==> src/rtl/go_move_timer_pkg.sv <==
// rtl/go_move_timer_pkg.sv - shared constants and helpers for the Go move timer
//
// Purpose: state encodings, player identities and counter widths used by
// go_move_timer, go_player_clock and go_move_timer_if.
// Ports: none (package).

package go_timer_pkg;

  localparam int TIME_W = 10;
  localparam int BYO_W  = 6;
  localparam int PER_W  = 3;

  localparam logic [1:0] ST_IDLE    = 2'd0;
  localparam logic [1:0] ST_RUN     = 2'd1;
  localparam logic [1:0] ST_PAUSED  = 2'd2;
  localparam logic [1:0] ST_TIMEOUT = 2'd3;

  localparam logic BLACK = 1'b0;
  localparam logic WHITE = 1'b1;

  typedef logic [TIME_W-1:0] time_t;
  typedef logic [BYO_W-1:0]  byo_t;
  typedef logic [PER_W-1:0]  per_t;

  // True when a countdown is inside the warning window (1..thr).
  function automatic logic in_warn(input time_t cd, input time_t thr);
    return (cd != '0) && (cd <= thr);
  endfunction

endpackage

==> src/rtl/go_move_timer_if.sv <==
// rtl/go_move_timer_if.sv - control strobes and clock outputs of the Go move timer
//
// Purpose: bundles the tick/command strobes driven into the timer and the
// counters/status it reports.
// Ports (signals): tick_1hz, start, move_done, pause (to timer);
//   sec_restart, cur_player, time_b/w, byo_b/w, per_b/w, running, warn,
//   timeout, loser (from timer).
// Modports: master = controller side, slave = timer side.

interface go_move_timer_if;
  import go_timer_pkg::*;

  logic  tick_1hz;
  logic  start;
  logic  move_done;
  logic  pause;
  logic  sec_restart;
  logic  cur_player;
  time_t time_b;
  time_t time_w;
  byo_t  byo_b;
  byo_t  byo_w;
  per_t  per_b;
  per_t  per_w;
  logic  running;
  logic  warn;
  logic  timeout;
  logic  loser;

  modport master (
    output tick_1hz, start, move_done, pause,
    input  sec_restart, cur_player, time_b, time_w, byo_b, byo_w,
           per_b, per_w, running, warn, timeout, loser
  );

  modport slave (
    input  tick_1hz, start, move_done, pause,
    output sec_restart, cur_player, time_b, time_w, byo_b, byo_w,
           per_b, per_w, running, warn, timeout, loser
  );

endinterface

==> src/rtl/go_move_timer_player_clock.sv <==
// rtl/go_move_timer_player_clock.sv - one player's main/byo-yomi/period counters
//
// Purpose: holds time/byo/per for a single player and flags the tick that
// makes the player lose on time.
// Ports: clk_i, rst_i (sync, active-high); load_i (full reload);
//   dec_i (one elapsed second for this player); reload_byo_i (move made);
//   time_o, byo_o, per_o (registered counters); countdown_nxt_o (value the
//   active countdown takes after this edge); expire_o (this dec loses).

module go_player_clock
  import go_timer_pkg::*;
#(
  parameter int MAIN_SECONDS = 600,
  parameter int BYO_SECONDS  = 30,
  parameter int BYO_PERIODS  = 3
) (
  input  logic  clk_i,
  input  logic  rst_i,
  input  logic  load_i,
  input  logic  dec_i,
  input  logic  reload_byo_i,
  output time_t time_o,
  output byo_t  byo_o,
  output per_t  per_o,
  output time_t countdown_nxt_o,
  output logic  expire_o
);

  localparam time_t MAIN_V      = TIME_W'(MAIN_SECONDS);
  localparam byo_t  BYO_V       = BYO_W'(BYO_SECONDS);
  localparam per_t  PER_V       = PER_W'(BYO_PERIODS);
  localparam bit    NO_PERIODS  = (BYO_PERIODS == 0);

  time_t time_q, time_d;
  byo_t  byo_q,  byo_d;
  per_t  per_q,  per_d;

  always_comb begin
    time_d   = time_q;
    byo_d    = byo_q;
    per_d    = per_q;
    expire_o = 1'b0;
    if (load_i) begin
      time_d = MAIN_V;
      byo_d  = BYO_V;
      per_d  = PER_V;
    end else if (reload_byo_i) begin
      // A completed move only refreshes the period when already in byo-yomi.
      if (time_q == '0) byo_d = BYO_V;
    end else if (dec_i) begin
      if (time_q != '0) begin
        time_d = time_q - TIME_W'(1);
        // Without byo-yomi, running out of main time is the loss.
        if (NO_PERIODS && time_q == TIME_W'(1)) expire_o = 1'b1;
      end else if (per_q == '0) begin
        // No period left to consume (e.g. no main time and no periods).
        expire_o = 1'b1;
      end else if (byo_q > BYO_W'(1)) begin
        byo_d = byo_q - BYO_W'(1);
      end else begin
        per_d = per_q - PER_W'(1);
        byo_d = BYO_V;
        if (per_q == PER_W'(1)) expire_o = 1'b1;
      end
    end
  end

  // Main time while it lasts, otherwise the current byo-yomi period.
  assign countdown_nxt_o = (time_d != '0) ? time_d : TIME_W'(byo_d);

  always_ff @(posedge clk_i) begin
    if (rst_i) begin
      time_q <= '0;
      byo_q  <= '0;
      per_q  <= '0;
    end else begin
      time_q <= time_d;
      byo_q  <= byo_d;
      per_q  <= per_d;
    end
  end

  assign time_o = time_q;
  assign byo_o  = byo_q;
  assign per_o  = per_q;

endmodule

==> src/rtl/go_move_timer.sv <==
// rtl/go_move_timer.sv - per-player Go game clock with byo-yomi
//
// Purpose: game FSM (IDLE/RUN/PAUSED/TIMEOUT), turn arbitration, 1 Hz
// restart request and warning flag around two go_player_clock instances.
// Ports: clk, rst (sync, active-high); bus (go_move_timer_if.slave) carrying
//   tick_1hz/start/move_done/pause in and all counters/status out.

module go_move_timer
  import go_timer_pkg::*;
#(
  parameter int MAIN_SECONDS = 600,
  parameter int BYO_SECONDS  = 30,
  parameter int BYO_PERIODS  = 3,
  parameter int WARN_SECONDS = 10
) (
  input logic             clk,
  input logic             rst,
  go_move_timer_if.slave  bus
);

  localparam time_t WARN_V = TIME_W'(WARN_SECONDS);

  logic [1:0] state_q, state_d;
  logic       cur_q, cur_d;
  logic       sr_q, sr_d;
  logic       warn_q, warn_d;
  logic       timeout_q, timeout_d;
  logic       loser_q, loser_d;
  logic       running_q, running_d;

  logic       in_run, run_tick, run_move;
  logic       dec_b, dec_w, rel_b, rel_w;
  logic       expire_b, expire_w;
  time_t      cd_b, cd_w;

  // start overrides everything; in RUN, move_done beats pause and tick,
  // and pause beats tick.
  assign in_run   = (state_q == ST_RUN) && !bus.start;
  assign run_move = in_run && bus.move_done;
  assign run_tick = in_run && !bus.move_done && !bus.pause && bus.tick_1hz;
  assign dec_b    = run_tick && (cur_q == BLACK);
  assign dec_w    = run_tick && (cur_q == WHITE);
  assign rel_b    = run_move && (cur_q == BLACK);
  assign rel_w    = run_move && (cur_q == WHITE);

  go_player_clock #(
    .MAIN_SECONDS (MAIN_SECONDS),
    .BYO_SECONDS  (BYO_SECONDS),
    .BYO_PERIODS  (BYO_PERIODS)
  ) u_black (
    .clk_i           (clk),
    .rst_i           (rst),
    .load_i          (bus.start),
    .dec_i           (dec_b),
    .reload_byo_i    (rel_b),
    .time_o          (bus.time_b),
    .byo_o           (bus.byo_b),
    .per_o           (bus.per_b),
    .countdown_nxt_o (cd_b),
    .expire_o        (expire_b)
  );

  go_player_clock #(
    .MAIN_SECONDS (MAIN_SECONDS),
    .BYO_SECONDS  (BYO_SECONDS),
    .BYO_PERIODS  (BYO_PERIODS)
  ) u_white (
    .clk_i           (clk),
    .rst_i           (rst),
    .load_i          (bus.start),
    .dec_i           (dec_w),
    .reload_byo_i    (rel_w),
    .time_o          (bus.time_w),
    .byo_o           (bus.byo_w),
    .per_o           (bus.per_w),
    .countdown_nxt_o (cd_w),
    .expire_o        (expire_w)
  );

  always_comb begin
    state_d   = state_q;
    cur_d     = cur_q;
    sr_d      = 1'b0;
    timeout_d = timeout_q;
    loser_d   = loser_q;
    if (bus.start) begin
      state_d   = ST_RUN;
      cur_d     = BLACK;
      sr_d      = 1'b1;
      timeout_d = 1'b0;
      loser_d   = 1'b0;
    end else begin
      case (state_q)
        ST_RUN: begin
          if (bus.move_done) begin
            cur_d = ~cur_q;
            sr_d  = 1'b1;
          end else if (bus.pause) begin
            state_d = ST_PAUSED;
          end else if (run_tick && (expire_b || expire_w)) begin
            state_d   = ST_TIMEOUT;
            timeout_d = 1'b1;
            loser_d   = cur_q;
          end
        end
        ST_PAUSED: begin
          if (bus.pause) begin
            state_d = ST_RUN;
            sr_d    = 1'b1;
          end
        end
        default: ;
      endcase
    end
    running_d = (state_d == ST_RUN);
    // Evaluated on next-state values so warn lines up with the counters.
    warn_d = running_d && in_warn((cur_d == BLACK) ? cd_b : cd_w, WARN_V);
  end

  always_ff @(posedge clk) begin
    if (rst) begin
      state_q   <= ST_IDLE;
      cur_q     <= BLACK;
      sr_q      <= 1'b0;
      warn_q    <= 1'b0;
      timeout_q <= 1'b0;
      loser_q   <= 1'b0;
      running_q <= 1'b0;
    end else begin
      state_q   <= state_d;
      cur_q     <= cur_d;
      sr_q      <= sr_d;
      warn_q    <= warn_d;
      timeout_q <= timeout_d;
      loser_q   <= loser_d;
      running_q <= running_d;
    end
  end

  assign bus.sec_restart = sr_q;
  assign bus.cur_player  = cur_q;
  assign bus.running     = running_q;
  assign bus.warn        = warn_q;
  assign bus.timeout     = timeout_q;
  assign bus.loser       = loser_q;

endmodule

==> src/flat_wrapper.sv <==
// flat-port wrapper written by rule: the top's interface ports become plain ports
module go_move_timer_flat import go_timer_pkg::*;
#(
  parameter int MAIN_SECONDS = 600,
  parameter int BYO_SECONDS  = 30,
  parameter int BYO_PERIODS  = 3,
  parameter int WARN_SECONDS = 10
)
  (clk, rst, bus_tick_1hz, bus_start, bus_move_done, bus_pause, bus_sec_restart, bus_cur_player, bus_time_b, bus_time_w, bus_byo_b, bus_byo_w, bus_per_b, bus_per_w, bus_running, bus_warn, bus_timeout, bus_loser);
  go_move_timer_if bus_i ();
  input logic clk;
  input logic rst;
  input wire logic [$bits(bus_i.tick_1hz)-1:0] bus_tick_1hz;
  input wire logic [$bits(bus_i.start)-1:0] bus_start;
  input wire logic [$bits(bus_i.move_done)-1:0] bus_move_done;
  input wire logic [$bits(bus_i.pause)-1:0] bus_pause;
  output wire logic [$bits(bus_i.sec_restart)-1:0] bus_sec_restart;
  output wire logic [$bits(bus_i.cur_player)-1:0] bus_cur_player;
  output wire logic [$bits(bus_i.time_b)-1:0] bus_time_b;
  output wire logic [$bits(bus_i.time_w)-1:0] bus_time_w;
  output wire logic [$bits(bus_i.byo_b)-1:0] bus_byo_b;
  output wire logic [$bits(bus_i.byo_w)-1:0] bus_byo_w;
  output wire logic [$bits(bus_i.per_b)-1:0] bus_per_b;
  output wire logic [$bits(bus_i.per_w)-1:0] bus_per_w;
  output wire logic [$bits(bus_i.running)-1:0] bus_running;
  output wire logic [$bits(bus_i.warn)-1:0] bus_warn;
  output wire logic [$bits(bus_i.timeout)-1:0] bus_timeout;
  output wire logic [$bits(bus_i.loser)-1:0] bus_loser;
  assign bus_i.tick_1hz = bus_tick_1hz;
  assign bus_i.start = bus_start;
  assign bus_i.move_done = bus_move_done;
  assign bus_i.pause = bus_pause;
  assign bus_sec_restart = bus_i.sec_restart;
  assign bus_cur_player = bus_i.cur_player;
  assign bus_time_b = bus_i.time_b;
  assign bus_time_w = bus_i.time_w;
  assign bus_byo_b = bus_i.byo_b;
  assign bus_byo_w = bus_i.byo_w;
  assign bus_per_b = bus_i.per_b;
  assign bus_per_w = bus_i.per_w;
  assign bus_running = bus_i.running;
  assign bus_warn = bus_i.warn;
  assign bus_timeout = bus_i.timeout;
  assign bus_loser = bus_i.loser;
  go_move_timer #(.MAIN_SECONDS(MAIN_SECONDS), .BYO_SECONDS(BYO_SECONDS), .BYO_PERIODS(BYO_PERIODS), .WARN_SECONDS(WARN_SECONDS)) u_core (.clk(clk), .rst(rst), .bus(bus_i));
endmodule
==> config.mk <==
export PLATFORM = sky130hd
export DESIGN_NAME = go_move_timer_flat
export DESIGN_NICKNAME = d
export VERILOG_FILES = /design/src/rtl/go_move_timer_pkg.sv /design/src/rtl/go_move_timer_if.sv /design/src/rtl/go_move_timer_player_clock.sv /design/src/rtl/go_move_timer.sv /design/src/flat_wrapper.sv
export SDC_FILE = /design/constraint.sdc
export NUM_CORES = 1
export LEC_CHECK = 0
export CORE_ASPECT_RATIO = 2
export CORE_MARGIN = 3
export CORE_UTILIZATION = 50
export DETAILED_ROUTE_END_ITERATION = 7
export HOLD_SLACK_MARGIN = 0.03
export PLACE_DENSITY = 0.81
export SYNTH_ARGS = -nofsm -noshare
export SYNTH_HDL_FRONTEND = slang
export SYNTH_SLANG_ARGS = --single-unit
==> constraint.sdc <==
create_clock -name clk -period 9.3 [get_ports clk]
set_clock_uncertainty 0.2 [all_clocks]
set_input_delay 2.79 -clock clk [delete_from_list [all_inputs] [get_ports clk]]
set_output_delay 2.79 -clock clk [all_outputs]
set_load 0.03 [all_outputs]
## Yosys cells after proc, flatten, opt, wreduce, memory -nomap -nowiden

Index checks and enable logic that the tools add are counted.

| operators by class | value |
|---|---|
| divide/modulo/power cells | 0 |
| $mul | 0 |
| $lt $le $gt $ge | 3 |
| muxes and demuxes | 64 |
| add/sub/neg operators | 6 |
| shift operators | 0 |
| equal/unequal tests | 13 |
| bitwise operators | 11 |
| reductions and logical operators | 33 |

Operators with widths:

| operator | count |
|---|---|
| 10-bit two-way mux | 11 |
| 6-bit two-way mux | 14 |
| 10-bit nonzero test | 5 |
| 2-bit two-way mux | 17 |
| 10-bit zero test | 2 |
| 1-bit two-way mux | 20 |
| 5-bit AND reduction | 4 |
| 10-bit by 1-bit subtractor with 10-bit output, second input constant | 2 |
| 2-bit != test, second input constant | 8 |
| 6-bit by 1-bit > comparator with 1-bit output, second input constant | 2 |
| 1-bit logical AND | 12 |
| 6-bit by 1-bit subtractor with 6-bit output, second input constant | 2 |
| 1-bit inverter | 11 |
| 10-bit by 4-bit <= comparator with 1-bit output, second input constant | 1 |
| 3-bit by 1-bit == test with 1-bit output, second input constant | 2 |
| 3-bit zero test | 2 |
| 3-bit by 1-bit subtractor with 3-bit output, second input constant | 2 |
| 2-bit by 1-bit == test with 1-bit output, second input constant | 2 |
| 2-bit case mux with 2 select lines | 1 |
| 4-bit AND reduction | 1 |
| 2-bit nonzero test | 2 |
| 1-bit zero test | 3 |
| 2-bit == test, second input constant | 1 |
| 1-bit case mux with 2 select lines | 1 |
| 2 further kinds | 2 |

| storage, ports and cells | value |
|---|---|
| memories kept | 0 |
| register bits after elaboration | 46 |
| logic and storage cells | 145 |
| latch bits | 0 |
| memory bits (writable) | 0 |
| input bits | 6 |
| output and inout bits | 44 |
| memory bits (read-only) | 0 |

## Longest topological paths before layout

| depth | value |
|---|---|
| word-level depth | 18 |
| depth in mapped cells | 12 |
| depth with buffers taken out | 10 |

## Modules after synthesis

From an unflattened synthesis, not the netlist that was laid out.

| second synthesis, totals | value |
|---|---|
| cell total of the unflattened synthesis | 407 |
| area, all modules | 3309.4 µm² |

Modules (own cells, without submodules):

| module | instances | area an instance (µm²) | cells each | seq. area each (µm²) |
|---|---|---|---|---|
| go_player_clock at u_core.u_black | 1 | 1426.4 | 176 | 380.4 |
| go_player_clock at u_core.u_white | 1 | 1313.8 | 168 | 380.4 |
| go_move_timer | 1 | 569.3 | 63 | 160.2 |

## Worst setup path before layout

OpenSTA, ideal clock, no wires.

| timing path | value |
|---|---|
| kind | input to register |
| start | input port bus_start |
| end | register u_core.warn_q, in the netlist u_core.bus.warn |
| library setup time | 58 ps |
| arrival time | 5101 ps |
| cell stages on the path | 9 |
| data required time | 9042 ps |
| slack | 3941 ps |
| buffers on the path | 1 |
| cells stage by stage | buf_6 nor4b_4 nand3_2 or4_1 nand2_1 o31ai_1 or4_4 a2111oi_2 o21a_1 |

| between the ends | value |
|---|---|
| cells in the longest elaborated chain, start to end | 18 |
| elaborated cells on any way between the ends | 46 |
| those cells by class | order compare: 1; eq/ne: 1; mux: 27; reduce/logical: 17 |

RTL lines:

| what | line | source |
|---|---|---|
| from (decl) | flat_wrapper.sv:14 | `input wire logic [$bits(bus_i.start)-1:0] bus_start;` |
| branches (longest 17 deep; another with 10-bit two-way mux) | - |  |
| 1-bit logical AND (*) | go_move_timer.sv:117 | `warn_d = running_d && in_warn((cur_d == BLACK) ? cd_b : cd_w, WARN_V);` |
| to (signal assigned) | go_move_timer.sv:133 | `warn_q <= warn_d;` |
| to (decl) | go_move_timer.sv:26 | `logic warn_q, warn_d;` |

Mark *: on every way between the ends.
A chain may end at the register's enable or synchronous reset.

## Worst setup path in the final report

Ends and elaborated chain as after synthesis.

==> out/metrics.csv <==
stage;metric;value;unit
critical_path;worstPathRequired;9.34;ns
logic_synthesis;syn_area_per_cell;7.81;sq um
clocking;cts_made_buffers;5;
timing;worstMarginPinSlew;0.777;ns
critical_path;startpoint_type;input pin;
timing;tns;0;ns
power;p_leak;1.35;nW
logic_synthesis;synth-seq-cells;46;
critical_path;crit_fanout;28;
power;power;489;uW
route;drt-total-wl;8.36;mm
route;drc;0;
logic_synthesis;syn_inst;384;
die;num_io_pins;50;
job;drv_cap;0;
logic_synthesis;ys_seq_area_share;30.7;%
critical_path;crit_path_start;bus_start;
clocking;cts_tree;done;
critical_path;r2r_end;u_core.bus.warn;
finish;diodes;0;
route;vias;3046;
die;num_rows;39;
timing;drv_slew;0;
finish;syn2layout_area_growth;22.1;%
die;die_area;0.00702;sq mm
finish;drive_gt1_share;6.06;%
die;die_x;60.8;microns
critical_path;crit_type;in2reg;
clocking;clk_pin_slew;0.06;ns
clocking;cts_buffer_depth;2;
route;drt_iter0_drc;156;
timing;rsz0062_at_grt;false;
finish;final_cells;490;
clocking;clock_latency;0.29;ns
clocking;cts_resized;0;
timing;relSlewSlack;47.7;%
clocking;cts_setup_buffers;0;
placement;placedCellCount;482;
critical_path;r2r_slack;5.88;ns
timing;clock.fmax;172;MHz
global_routing;antenna_found_initial;0;
critical_path;r2r_start;u_core.state_q[1];
route;post_drt_wl_per_cell;17.1;microns
critical_path;crit_end;u_core.bus.warn;
finish;layout_commonest_cell;nor2_1;
logic_synthesis;synth_nets;406;
critical_path;cp-end-kind;register;
logic_synthesis;synth-edff-count;0;
timing;hold_slack;0.285;ns
die;core_area;0.00576;sq mm
clocking;htree_levels;2;
route;ant_nets;0;
finish;fill_cells;521;
finish;nets;450;
global_routing;grt_pass1_wl;13.7;mm
timing;min_period_over_period;62.4;%
die;die_y;116;microns
global_routing;grt_pass1_vias;3006;
logic_synthesis;synthFlopType;dfxtp_1;
placement;dp_hpwl;6.31;mm
critical_path;crit_arrival;5.84;ns
logic_synthesis;yosys_warnings;0;
timing;fin_crit;5.80;ns
timing;finalSetupViolations;0;
placement;io_buffers;49;
placement;finalWeightedCongestion;0.894;
global_routing;grt_usage;25.5;%
critical_path;worst_r2r_path_depth;10;
hold_path;hp-class;reg2reg;
power;ir_drop;121;uV
clocking;cts.sinks;46;
timing;final_hold_viol_count;0;
global_routing;grt_max_degree;30;
clocking;clockRootBuffer;clkbuf_16;
power;powerDensity;133;mW/mm^2
route;vias_per_cell;6.22;
logic_synthesis;syn_area;0.00300;sq mm
global_routing;overflow;0;
run_status;status;finished clean;
logic_synthesis;synthArstFlopShare;0;%
die;start_util;52.1;%
route;firstDrtPassIters;4;
finish;layout_common_cells;58 x nor2_1, 49 x clkdlybuf4s50_1, 46 x dfxtp_1;
logic_synthesis;synth_cell_type_count;56;
clocking;ctsHoldBuffers;0;
[critical path: stages]
cell and delay, ns:
clkdlybuf4s50_1 0.40, buf_4 0.22, nor4b_4 0.49, nand4_1 0.41, nor2_1 0.34, mux2_2 0.36, a21oi_1 0.14, o211ai_1 0.14
a2111oi_2 0.38, o21a_1 0.16
[power breakdown]
group	internal, mW	total (mW)	switching (mW)
Combinational	0.0383	0.0990	0.0608
Sequential	0.205	0.216	0.0108
Clock	0.0996	0.174	0.0745
[registers in the layout, summed over array words and instances, names as in the netlist]
signal                  flops
u_core.bus.sec_restart      1
u_core.state_q              2
u_core.u_black.byo_o        6
u_core.bus.running          1
u_core.u_black.per_o        3
u_core.bus.cur_player       1
u_core.u_white.byo_o        6
u_core.u_black.time_o      10
u_core.bus.warn             1
u_core.u_white.per_o        3
u_core.bus.timeout          1
u_core.bus.loser            1
u_core.u_white.time_o      10
[metal layers]
layer | share of wire, % | track usage, % | wire, microns
met4 | 3.6 | 13.0 | 299
met2 | 56 | 48.3 | 4710
met5 | 0 | 0 | 0
met1 | 36 | 24.8 | 3030
met3 | 3.9 | 4.01 | 324
[through the flow]
stage               cell area (sq um)  worst slack [ns]  util (%)
floorplan                        3000              3.94         -
global placement                 3520              3.25      61.2
detailed placement               3520              3.23      61.2
CTS                              3660              3.52      63.6
global route                     3660              3.24      63.6
finish                           3660              3.50      63.6
[cells by family after synthesis]
family	after synthesis	synth area share, %
buffers and inverters	33	4.38
AND/OR/NAND/NOR	189	34.4
AO/OA/AOI/OAI	76	16.5
adder cells (fa/ha/maj)	16	6.67
flip-flops	46	30.7
multiplexers	5	1.79
XOR/XNOR	19	5.55
[final cells by class]
| cell class | instances | area (sq um) | area share (%) |
|---|---|---|---|
| Multi-Input combinational cell | 305 | 1950 | 53.2 |
| Inverter | 19 | 71.3 | 1.95 |
| Sequential cell | 46 | 921 | 25.1 |
| Clock inverter | 2 | 13.8 | 0.376 |
| Clock buffer | 6 | 129 | 3.52 |
| Tap cell | 61 | 76.3 | 2.08 |
| Timing Repair Buffer | 51 | 505 | 13.8 |
[worst min-delay path by stage]
stage / from / endpoint / slack [ns] / cells past startpoint
finish: u_core.bus.timeout / u_core.bus.timeout / 0.28 / 2
global route: u_core.bus.timeout / u_core.bus.timeout / 0.33 / 2
CTS: u_core.bus.timeout / u_core.bus.timeout / 0.29 / 2
detailed placement: u_core.bus.timeout / u_core.bus.timeout / 0.28 / 2
global placement: u_core.bus.timeout / u_core.bus.timeout / 0.28 / 2
floorplan: u_core.state_q[0] / u_core.state_q[0] / 0.39 / 3
[cells in the mapped netlist, types with 3 or more instances]
| library cell | count | area share, % |
|---|---|---|
| or4_1 | 3 | 0.75 |
| nand2b_1 | 3 | 0.63 |
| nand3b_1 | 4 | 1.0 |
| dfxtp_1 | 46 | 31 |
| or2_2 | 5 | 1.0 |
| nand2_1 | 23 | 2.9 |
| a21oi_1 | 23 | 3.8 |
| nor2b_1 | 7 | 1.5 |
| nand4_1 | 11 | 2.3 |
| and3_1 | 4 | 0.83 |
| o211ai_1 | 4 | 1.0 |
| mux2_2 | 3 | 1.1 |
| xor2_1 | 11 | 3.2 |
| nor2_1 | 58 | 7.3 |
| nor4_1 | 15 | 3.1 |
| a211oi_1 | 6 | 1.5 |
| o21a_1 | 5 | 1.3 |
| nand3_1 | 10 | 1.7 |
| nor3_1 | 17 | 2.8 |
| xnor2_1 | 8 | 2.3 |
| o21ai_0 | 14 | 2.3 |
| nor3b_1 | 5 | 1.3 |
| a31oi_1 | 7 | 1.5 |
| clkbuf_1 | 12 | 1.5 |
| a21o_1 | 3 | 0.75 |
| or3_1 | 5 | 1.0 |
| inv_1 | 18 | 2.3 |
| ha_1 | 16 | 6.7 |
Note: power is estimated with default switching activity, not from simulation.
